--- config.mk ---
export PLATFORM = sky130hd
export DESIGN_NAME = sw_scan_ctrl
export DESIGN_NICKNAME = d
export VERILOG_FILES = /design/src/rtl/sw_scan_ctrl.sv
export SDC_FILE = /design/constraint.sdc
export NUM_CORES = 1
export LEC_CHECK = 0
export BUFFER_PORTS_ARGS = -buffer_cell sky130_fd_sc_hd__buf_2
export CORE_MARGIN = 1
export CORE_UTILIZATION = 63
export DETAILED_ROUTE_END_ITERATION = 10
export GPL_ROUTABILITY_DRIVEN = 0
export PLACE_DENSITY_LB_ADDON = 0.3
export SYNTH_ARGS = -nofsm -noshare
export SYNTH_HDL_FRONTEND = slang
export SYNTH_SLANG_ARGS = --single-unit
--- constraint.sdc ---
create_clock -name clk -period 8.85 [get_ports clk]
set_input_delay 2.655 -clock clk [delete_from_list [all_inputs] [get_ports clk]]
set_output_delay 2.655 -clock clk [all_outputs]
set_load 0.01 [all_outputs]
--- src/rtl/sw_scan_ctrl.sv ---
// Full-search scan sequencer: raster-walks the search window, issues reads and flags complete
// candidate blocks in the delay-line chain. Optional abort port under SW_SCAN_ABORT_EN.
module sw_scan_ctrl #(
    parameter int unsigned BLK = 16,
    parameter int unsigned NX  = 16,
    parameter int unsigned NY  = 16,
    parameter int unsigned AW  = 10,
    localparam int unsigned W  = BLK + NX - 1,
    localparam int unsigned H  = BLK + NY - 1,
    localparam int unsigned CW = $clog2(W),
    localparam int unsigned RW = $clog2(H),
    localparam int unsigned XW = (NX > 1) ? $clog2(NX) : 1,
    localparam int unsigned YW = (NY > 1) ? $clog2(NY) : 1
) (
    input  logic          clk,
    input  logic          rst_n,
`ifdef SW_SCAN_ABORT_EN
    input  logic          abort,
`endif
    input  logic          start,
    input  logic          hold,
    output logic          rd_en,
    output logic [AW-1:0] rd_addr,
    output logic          sr_en,
    output logic          cand_valid,
    output logic [XW-1:0] cand_x,
    output logic [YW-1:0] cand_y,
    output logic          busy,
    output logic          done
);

    localparam logic [1:0] StIdle  = 2'd0;
    localparam logic [1:0] StRun   = 2'd1;
    localparam logic [1:0] StDrain = 2'd2;
    localparam logic [1:0] StDone  = 2'd3;

    localparam logic [CW-1:0] ColLast = CW'(W - 1);
    localparam logic [RW-1:0] RowLast = RW'(H - 1);
    localparam logic [CW-1:0] ColOff  = CW'(BLK - 1);
    localparam logic [RW-1:0] RowOff  = RW'(BLK - 1);

    logic [1:0]    state_q, state_d;
    logic [RW-1:0] row_q, row_d;
    logic [CW-1:0] col_q, col_d;
    logic          sr_en_q, sr_en_d;
    logic          cand_valid_q, cand_valid_d;
    logic [XW-1:0] cand_x_q, cand_x_d;
    logic [YW-1:0] cand_y_q, cand_y_d;

    logic abort_w;
    logic active;
    logic flush;
    logic hit;

`ifdef SW_SCAN_ABORT_EN
    assign abort_w = abort;
`else
    assign abort_w = 1'b0;
`endif

    assign active = (state_q == StRun) || (state_q == StDrain);
    assign flush  = abort_w && active;
    assign rd_en  = (state_q == StRun) && !hold;
    assign hit    = rd_en && (row_q >= RowOff) && (col_q >= ColOff);

    always_comb begin
        state_d = state_q;
        row_d   = row_q;
        col_d   = col_q;
        unique case (state_q)
            StIdle: begin
                if (start) begin
                    state_d = StRun;
                    row_d   = '0;
                    col_d   = '0;
                end
            end
            StRun: begin
                if (rd_en) begin
                    if (col_q == ColLast) begin
                        // Final read leaves the counters parked at the last pixel.
                        if (row_q == RowLast) begin
                            state_d = StDrain;
                        end else begin
                            col_d = '0;
                            row_d = row_q + RW'(1);
                        end
                    end else begin
                        col_d = col_q + CW'(1);
                    end
                end
            end
            StDrain: state_d = StDone;
            default: begin
                state_d = StIdle;
                row_d   = '0;
                col_d   = '0;
            end
        endcase
        if (flush) begin
            state_d = StIdle;
            row_d   = '0;
            col_d   = '0;
        end
    end

    // Pipe stage mirrors the memory's one-cycle read latency.
    always_comb begin
        sr_en_d      = rd_en && !flush;
        cand_valid_d = hit && !flush;
        cand_x_d     = cand_x_q;
        cand_y_d     = cand_y_q;
        if (hit && !flush) begin
            cand_x_d = XW'(col_q - ColOff);
            cand_y_d = YW'(row_q - RowOff);
        end
    end

    always_ff @(posedge clk or negedge rst_n) begin
        if (!rst_n) begin
            state_q      <= StIdle;
            row_q        <= '0;
            col_q        <= '0;
            sr_en_q      <= 1'b0;
            cand_valid_q <= 1'b0;
            cand_x_q     <= '0;
            cand_y_q     <= '0;
        end else begin
            state_q      <= state_d;
            row_q        <= row_d;
            col_q        <= col_d;
            sr_en_q      <= sr_en_d;
            cand_valid_q <= cand_valid_d;
            cand_x_q     <= cand_x_d;
            cand_y_q     <= cand_y_d;
        end
    end

    assign rd_addr    = (state_q == StRun) ? (AW'(row_q) * AW'(W) + AW'(col_q)) : '0;
    assign sr_en      = sr_en_q;
    assign cand_valid = cand_valid_q;
    assign cand_x     = cand_x_q;
    assign cand_y     = cand_y_q;
    assign busy       = active;
    assign done       = (state_q == StDone);

endmodule

==> results.toml <==
[worst_hold_path]
min_to = "cand_y[0]$_DFFE_PN0P_"
hp-start = "cand_y[0]$_DFFE_PN0P_"
hold_class = "register to register"
hold_path_depth = 2

[sta]
finalCritPeriodShare_pct = 75.2
setup_slack_ns = 2.20
fin_skew_ns = 0.00138
finalCriticalPeriod_ns = 6.65
rsz0062_at_grt = "no"
slew_viol_final = 0
slew_headroom_pct = 39.0
setup_viol = 0
hold_violations = 0
holdWs_ns = 0.494
worst_pin_slew_ns = 0.914
fmax_ghz = 0.150
fin_tns_setup_ns = 0

[synth]
synth_area_leader_cell = "dfrtp_1"
ys_seq_area_share_pct = 27.1
synth_fp_nets = 260
avgSynthCellArea_sq_um = 9.76
synth_ff_type = "dfrtp_1"
ys_seq_elements = 22
async_flop_share_pct = 100
ys_types = 37
synth_top_area_share_pct = 27.1
syn_area_sq_um = 2030
synth_edf_count = 0
ys_warn_count = 0
syn_inst = 208
synth_area_leaders = "dfrtp_1, ha_1, fa_1"

[worst_setup_path]
r2r-end = "cand_x[2]$_DFFE_PN0P_"
start_kind = "register"
worstPathRequired_ns = 6.20
cp_max_fo = 8
reg2reg_from = "col_q[0]$_DFFE_PN0P_"
critPathKind = "register to output pin"
rr_worst_depth = 7
end_kind = "output pin"
cp.arrival_ns = 4.00
r2r_setup_slack_ns = 6.53

[power_and_ir_drop]
power.density_nw_per_um2 = 137
leakage_nw = 1.30
peakVddDrop_mv = 0.168
finalPower_uw = 310

[floorplan]
ioPinCount = 27
coreArea_sq_um = 3050
die_area_sq_um = 3450
fp.dieW_microns = 58.8
dieHeight_microns = 58.8
start_util_pct = 66.5
rows = 20

[detailed_routing]
drt-initial-drc-count = 52
viasPerCell = 5.46
totalWireLength_microns = 3650
dr_total_vias = 1528
drc = 0
drt_pass1_iterations = 4
routedWlPerCell_microns = 13.0
antenna_left = 0

[run]
drv_cap = 0

[clock_network]
clock-root-buffer = "clkbuf_4"
numClockSinks = 22
clk_pin_slew_ns = 0.12
post_cts_resized = 0
cts_tree = "done"
h-tree-depth = 1
cts_made_buffers = 3
post-cts-setup-buffers = 0
ctsHoldBuffers = 0
cts.path.max_buffers = 2
clk_latency_ns = 0.31

[final_layout]
fillers = 253
layout.nets = 289
final_util_pct = 74.1
area_growth_syn_to_layout_pct = 11.3
final_cell_mix = "inv_1, ha_1, buf_2"
diodes = 0
drive_gt1_share_pct = 14.8

[outcome]
run_status = "completed"

[placement]
port_buffers = 26
hpwlAfterDp_microns = 2930
preCtsSetupSlack_ns = 2.53

[global_route]
grt_pass1_vias = 1348
grt_max_degree = 23
grt_pass1_wl_microns = 6160
grt_use_total_pct = 23.9
grt_antenna_before_repair = 0
grt_overflow = 0
[state kept, by name, indices dropped and copies added, names as in the netlist]
| signal | count |
|---|---|
| state_q | 2 |
| col_q | 5 |
| row_q | 5 |
| sr_en | 1 |
| cand_y | 4 |
| cand_valid | 1 |
| cand_x | 4 |
[layout make-up]
cell class | instances | area, sq um | area share, %
inverter | 35 | 131 | 5.81
multi-input combinational | 149 | 1340 | 59.3
tap | 44 | 55.1 | 2.43
sequential | 22 | 551 | 24.3
timing repair buffer | 26 | 130 | 5.76
clock inverter | 1 | 30.0 | 1.33
clock buffer | 3 | 22.5 | 0.996
[critical path, cell delays in order (launching register included)]
cell and delay (ns):
dfrtp_1 0.56, inv_1 0.22, fa_1 0.54, inv_1 0.05
fa_1 0.49, inv_1 0.05, fa_1 0.53, inv_1 0.04
ha_1 0.22, a21oi_1 0.22, o21a_1 0.16, o31a_1 0.14
mux2_2 0.33, buf_2 0.14
[metrics by stage]
stage,area [sq um],instances
5_1_grt,2260,280
6_report,2260,280
3_3_place_gp,2210,276
3_5_place_dp,2210,276
2_1_floorplan,2030,208
4_1_cts,2260,280
[power breakdown]
part / total (mW) / internal [mW] / switching (mW)
Sequential: 0.121 / 0.110 / 0.0109
Clock: 0.0770 / 0.0458 / 0.0312
Combinational: 0.112 / 0.0425 / 0.0691
Total: 0.310 / 0.199 / 0.111
[synthesized netlist by cell type (all sizes together), types with 2 or more instances]
cell     n
nand2b   4
nor3b    2
fa      13
clkbuf   2
xnor2    5
a21oi    6
nand4    3
o21ai   10
and2     7
nand2   18
nand3    4
nor3     2
inv     35
and3     2
mux2     2
dfrtp   22
nor2     7
ha      35
o311ai   2
o221ai   2
mux2i    5
xor2     2
o22ai    6
[how the worst max path moves through the flow]
stage	to	start	cells after the start	slack, ns
floorplan	rd_addr[8]	row_q[2]$_DFFE_PN0P_	12	2.84
detailed placement	rd_addr[9]	row_q[2]$_DFFE_PN0P_	13	2.53
CTS	rd_addr[9]	row_q[2]$_DFFE_PN0P_	13	2.17
global placement	rd_addr[8]	row_q[2]$_DFFE_PN0P_	13	2.65
global route	rd_addr[9]	row_q[2]$_DFFE_PN0P_	11	1.98
finish	rd_addr[9]	row_q[2]$_DFFE_PN0P_	13	2.20
[cell families after synthesis]
| group | share of synthesized area (%) |
|---|---|
| compound gates | 11.1 |
| xor+xnor | 3.02 |
| fa+ha+maj | 34.4 |
| buf+inv | 6.84 |
| flops | 27.1 |
| mux | 3.57 |
| simple gates | 14.0 |
[layer usage]
metal	part of all wire, %	track usage [%]	up-vias
met4	0.85	4.08	0
met3	3.9	3.96	4
met5	0	0	-
met1	47	34.9	731
met2	48	38.0	38
li1	-	-	755
Note: power is estimated with default switching activity, not from simulation.
